File: config.mk
export PLATFORM = sky130hd
export DESIGN_NAME = adder_serial_n
export DESIGN_NICKNAME = d
export VERILOG_FILES = /design/src/rtl/adder_serial_pkg.sv /design/src/rtl/adder_serial_n_chunk.sv /design/src/rtl/adder_serial_n.sv
export SDC_FILE = /design/constraint.sdc
export NUM_CORES = 1
export LEC_CHECK = 0
export ABC_AREA = 1
export BUFFER_PORTS_ARGS = -buffer_cell sky130_fd_sc_hd__buf_2
export CAP_MARGIN = 20
export CORE_ASPECT_RATIO = 0.6
export CORE_MARGIN = 2
export CORE_UTILIZATION = 56
export CTS_BUF_LIST = sky130_fd_sc_hd__clkbuf_16
export DETAILED_ROUTE_END_ITERATION = 12
export GPL_TIMING_DRIVEN = 0
export PLACE_DENSITY = 0.79
export SLEW_MARGIN = 30
export SYNTH_ARGS = -nofsm -noshare
export SYNTH_HDL_FRONTEND = slang
export SYNTH_SLANG_ARGS = --single-unit
File: constraint.sdc
create_clock -name clk -period 5.99 [get_ports clk]
set_input_delay 1.198 -clock clk [delete_from_list [all_inputs] [get_ports clk]]
set_output_delay 1.198 -clock clk [all_outputs]
set_load 0.05 [all_outputs]
File: src/rtl/adder_serial_pkg.sv
// Shared types and elaboration helpers for the serial chunked adder.
// Imported by adder_serial_n and adder_chunk.
package adder_serial_pkg;

  typedef enum logic [1:0] {
    S_IDLE,
    S_ADD,
    S_DONE
  } adder_state_t;

  function automatic int nch(input int n, input int chunk);
    return n / chunk;
  endfunction

  // A single-slice adder still needs a one-bit index register.
  function automatic int idxWidth(input int slices);
    return (slices > 1) ? $clog2(slices) : 1;
  endfunction

endpackage

File: src/rtl/adder_serial_n_chunk.sv
// Purely combinational W-bit ripple-carry adder; one slice of the serial adder.
module adder_chunk
  import adder_serial_pkg::*;
#(
  parameter int W = 2
) (
  input  logic [W-1:0] a,
  input  logic [W-1:0] b,
  input  logic         cin,
  output logic [W-1:0] s,
  output logic         cout
);

  logic carry;

  always_comb begin
    s     = '0;
    carry = cin;
    for (int i = 0; i < W; i++) begin
      s[i]  = a[i] ^ b[i] ^ carry;
      carry = (a[i] & b[i]) | (carry & (a[i] ^ b[i]));
    end
    cout = carry;
  end

endmodule

File: src/rtl/adder_serial_n.sv
// Multi-cycle N-bit adder: one CHUNK-bit slice per clock, LSB first, valid/ready on both sides.
// Optional subtract mode (a - b) is enabled by defining ADDER_SERIAL_SUB_EN.
module adder_serial_n
  import adder_serial_pkg::*;
#(
  parameter int N     = 8,
  parameter int CHUNK = 2
) (
  input  logic         clk,
  input  logic         rst,
  input  logic         i_valid,
  output logic         i_ready,
`ifdef ADDER_SERIAL_SUB_EN
  input  logic         sub,
`endif
  input  logic [N-1:0] a,
  input  logic [N-1:0] b,
  input  logic         cin,
  output logic         o_valid,
  input  logic         o_ready,
  output logic [N-1:0] s,
  output logic         cout,
  output logic         overflow
);

  localparam int NCH = nch(N, CHUNK);
  localparam int IW  = idxWidth(NCH);
  localparam logic [IW-1:0] LAST_IDX = IW'(NCH - 1);

  if (N < 1 || CHUNK < 1 || CHUNK > N || (N % CHUNK) != 0) begin : g_badParams
    $error("adder_serial_n: illegal parameters N=%0d CHUNK=%0d", N, CHUNK);
  end

  adder_state_t   state_q;
  logic [N-1:0]   opA_q;
  logic [N-1:0]   opB_q;
  logic           carry_q;
  logic [IW-1:0]  idx_q;
  logic [N-1:0]   sum_q;
  logic [N-1:0]   sum_d;
  logic           cout_q;
  logic           ovf_q;

  logic [CHUNK-1:0] chunkA;
  logic [CHUNK-1:0] chunkB;
  logic [CHUNK-1:0] chunkSum;
  logic             chunkCout;

  assign chunkA = opA_q[int'(idx_q) * CHUNK +: CHUNK];
  assign chunkB = opB_q[int'(idx_q) * CHUNK +: CHUNK];

  adder_chunk #(.W(CHUNK)) u_chunk (
    .a    (chunkA),
    .b    (chunkB),
    .cin  (carry_q),
    .s    (chunkSum),
    .cout (chunkCout)
  );

  // Sum with the current slice merged in; its MSB feeds the overflow decision.
  always_comb begin
    sum_d = sum_q;
    sum_d[int'(idx_q) * CHUNK +: CHUNK] = chunkSum;
  end

  always_ff @(posedge clk) begin
    if (rst) begin
      state_q <= S_IDLE;
      opA_q   <= '0;
      opB_q   <= '0;
      carry_q <= 1'b0;
      idx_q   <= '0;
      sum_q   <= '0;
      cout_q  <= 1'b0;
      ovf_q   <= 1'b0;
    end else begin
      case (state_q)
        S_IDLE: begin
          if (i_valid) begin
            opA_q <= a;
`ifdef ADDER_SERIAL_SUB_EN
            opB_q   <= sub ? ~b : b;
            carry_q <= sub ? 1'b1 : cin;
`else
            opB_q   <= b;
            carry_q <= cin;
`endif
            idx_q   <= '0;
            sum_q   <= '0;
            cout_q  <= 1'b0;
            ovf_q   <= 1'b0;
            state_q <= S_ADD;
          end
        end
        S_ADD: begin
          sum_q   <= sum_d;
          carry_q <= chunkCout;
          idx_q   <= idx_q + 1'b1;
          if (idx_q == LAST_IDX) begin
            cout_q  <= chunkCout;
            ovf_q   <= (opA_q[N-1] == opB_q[N-1]) && (sum_d[N-1] != opA_q[N-1]);
            state_q <= S_DONE;
          end
        end
        S_DONE: begin
          if (o_ready) begin
            state_q <= S_IDLE;
          end
        end
        default: state_q <= S_IDLE;
      endcase
    end
  end

  assign i_ready  = (state_q == S_IDLE);
  assign o_valid  = (state_q == S_DONE);
  assign s        = sum_q;
  assign cout     = cout_q;
  assign overflow = ovf_q;

endmodule

==> results by group <==
Pwr
  – Clock Power Share: 47.1%
  – Switching share of power: 25.8%
  – VDD IR max: 0.229 mV
  – Sequential fraction of design power: 38.1%
  – Internal power consumption: 444 uW
  – Switching pwr: 154 uW
  – Combinational power share: 14.8%
  – Leak: 0.813 nW
  – Pwr per Cell Area: 330 nW/um^2
  – Final Power: 598 uW

Clocking
  – CTS H-tree lvls: 2
  – Setup bufs post-CTS: 0
  – Clock Latency Late Sink: 0.27 ns
  – Clock buffer depth: 2
  – Sink Count: 31
  – TritonCTS clock tree: yes
  – Root Driver: clkbuf_16
  – Post-cts resize count: 0
  – CTS clk-pin slew, worst paths: 0.05 ns
  – Post-CTS Hold Buffers: 0
  – CTS Buf Count: 5

Final layout
  – Area Overhead vs Synth: 25.2%
  – # diodes: 0
  – Layout Nets: 262
  – Finished Core Util: 72.8%
  – Layout cells sized above 1: 21.2%
  – Filler instances: 196

Timing
  – Final hold vios: 0
  – Fin crit share: 46.9%
  – Slew @ Worst Pin: 0.443 ns
  – Max Clk Rate: 356 MHz
  – Worst relative slew slack: 70.5%
  – Setup ws final: 3.18 ns
  – RSZ-0062 raised after global routing: no
  – Final setup TNS: 0 ns
  – Period minus WS final: 2.81 ns
  – Max-slew violations: 0
  – Final Skew: 0.00184 ns
  – Final setup viols: 0
  – Final hold slack: 0.462 ns

Drt
  – Total wire length: 3.63 mm
  – Initial DRC Count: 75
  – Antenna-violating nets left: 0
  – DRC: 0
  – Vias after detailed routing: 1,464
  – Vias per cell: 5.46
  – DR pass1 iterations: 4
  – WL/cell: 13.5 um

Placement
  – DP HPWL: 2.62 mm
  – Dpl ws: 3.27 ns
  – Buffers on Ports: 32
  – Placer Congestion: 0.840

Setup path
  – Element type at the critical path end: flop
  – CP Launch Type: flop
  – WS Path Type: reg2reg
  – Critical Path RT: 6.13 ns
  – Critical-path maximum fanout: 11
  – WP data arrival: 2.95 ns

Yosys
  – Commonest register cell after synthesis: dfxtp_1
  – Synth warn: 0
  – Mean Syn Cell Area: 7.39 um^2
  – Mapped cell area: 1450 um^2
  – Register area share after synthesis: 42.9%
  – Async S/R FF share, synth: 0%
  – Mapped Cells: 196
  – Cell variety after synth: 25
  – Number of synthesized flops with an enable pin: 0
  – Seq cells post-synth: 31
  – Syn nets: 223

Die
  – # rows: 14
  – Die width: 69.6 um
  – Core area: 2490 um^2
  – IO Count: 33
  – DIE HEIGHT: 43.4 um
  – Die Area: 3020 um^2
  – Starting Density: 58.2%

Global route
  – GR Util met3: 8.37%
  – Most used routing layer: met2
  – Remaining global-route overflow: 0
  – Initial antenna violation count: 0
  – M1 GR Usage: 31.9%
  – Largest net degree at the start of global routing: 12
  – Global-route wire length before repair: 5.89 mm
  – Total GRT Usage: 25.5%
  – Vias in the first global route: 1,328
  – GRT met2 Usage: 43.3%

Status
  – Status: finished clean

Run
  – Max-cap violations: 0

Hold path
  – Worst Hold Class: reg2reg
## layer usage
layer,up-vias,wire length [um]
li1,716,-
met1,680,1680
met2,63,1620
met3,5,293
met4,0,34
met5,-,0
## sequential cells by signal (all words and copies together) (netlist names)
register	cells
idx_q	2
overflow	1
cout	1
state_q	2
s	8
opA_q	8
opB_q	8
carry_q	1
## critical path, stage by stage, from the launching register on
cell      delay [ns]
dfxtp_1         0.43
inv_1           0.10
clkbuf_1        0.24
o21ai_0         0.20
o22ai_1         0.11
fa_1            0.40
inv_1           0.08
fa_1            0.43
nor2_1          0.25
nand3_1         0.15
nand2_1         0.10
nand2_1         0.05
nand3_1         0.07
a21oi_1         0.06
## through the flow
stage	cell area, um^2	instances
global route	1810	268
global placement	1650	260
floorplan	1450	196
CTS	1810	268
finish	1810	268
detailed placement	1650	260
## final cells by class
| class | count | area [um^2] | area share (%) |
|---|---|---|---|
| Timing Repair Buffer | 32 | 160 | 8.84 |
| Clock inverter | 3 | 38.8 | 2.14 |
| Buffer | 7 | 42.5 | 2.35 |
| Multi-Input combinational cell | 141 | 718 | 39.6 |
| Clock buffer | 5 | 125 | 6.91 |
| Inverter | 17 | 66.3 | 3.66 |
| Tap cell | 32 | 40.0 | 2.21 |
| Sequential cell | 31 | 621 | 34.3 |
## cells in the mapped netlist (2+ instances only)
master    instances  area (um^2)
buf_6             2         22.5
dfxtp_1          31          621
a21oi_1          18         90.1
fa_1              2         40.0
ha_1              4         50.1
nand3_1          10         50.1
nor2_1           43          161
inv_1            14         52.6
inv_2             2         7.51
o22ai_1           2         12.5
o21ai_0          25          125
clkbuf_1          4         15.0
nand2_1          27          101
## power groups by stage
stage	registers (mW)	clock network, mW	logic, mW
after global routing	0.229	0.291	0.0994
after detailed placement	0.231	0	0.0867
after global placement	0.231	0	0.0829
after floorplan	0.235	0	0.0580
final	0.228	0.282	0.0885
after CTS	0.228	0.282	0.0878
## kinds of logic after synthesis
group,Yosys count,share of synthesized area (%)
compound gates,47,16.5
fa+ha+maj,6,6.22
simple gates,88,26.9
flops,31,42.9
buf+inv,24,7.52
## cell usage in the layout, fill, tap and decap left out, drive strengths merged
cell     n
nor2    46
buf     35
dfxtp   31
nand2   28
o21ai   26
a21oi   18
inv     17
nand3   10
clkbuf   9
ha       4
o22ai    2
fa       2
nor3     2
clkinv   2
nand4    1
or2      1
a31oi    1
bufinv   1
## final timing paths
path                            cells after the start  startpoint        to  slack, ns
worst max-delay path                               13    idx_q[0]  overflow       3.18
worst min-delay path                                2        s[0]      s[0]       0.46
worst max register to register                     13    idx_q[0]  overflow       3.18
worst min register to register                      2        s[0]      s[0]       0.46
(Power assumes the default switching activity.)
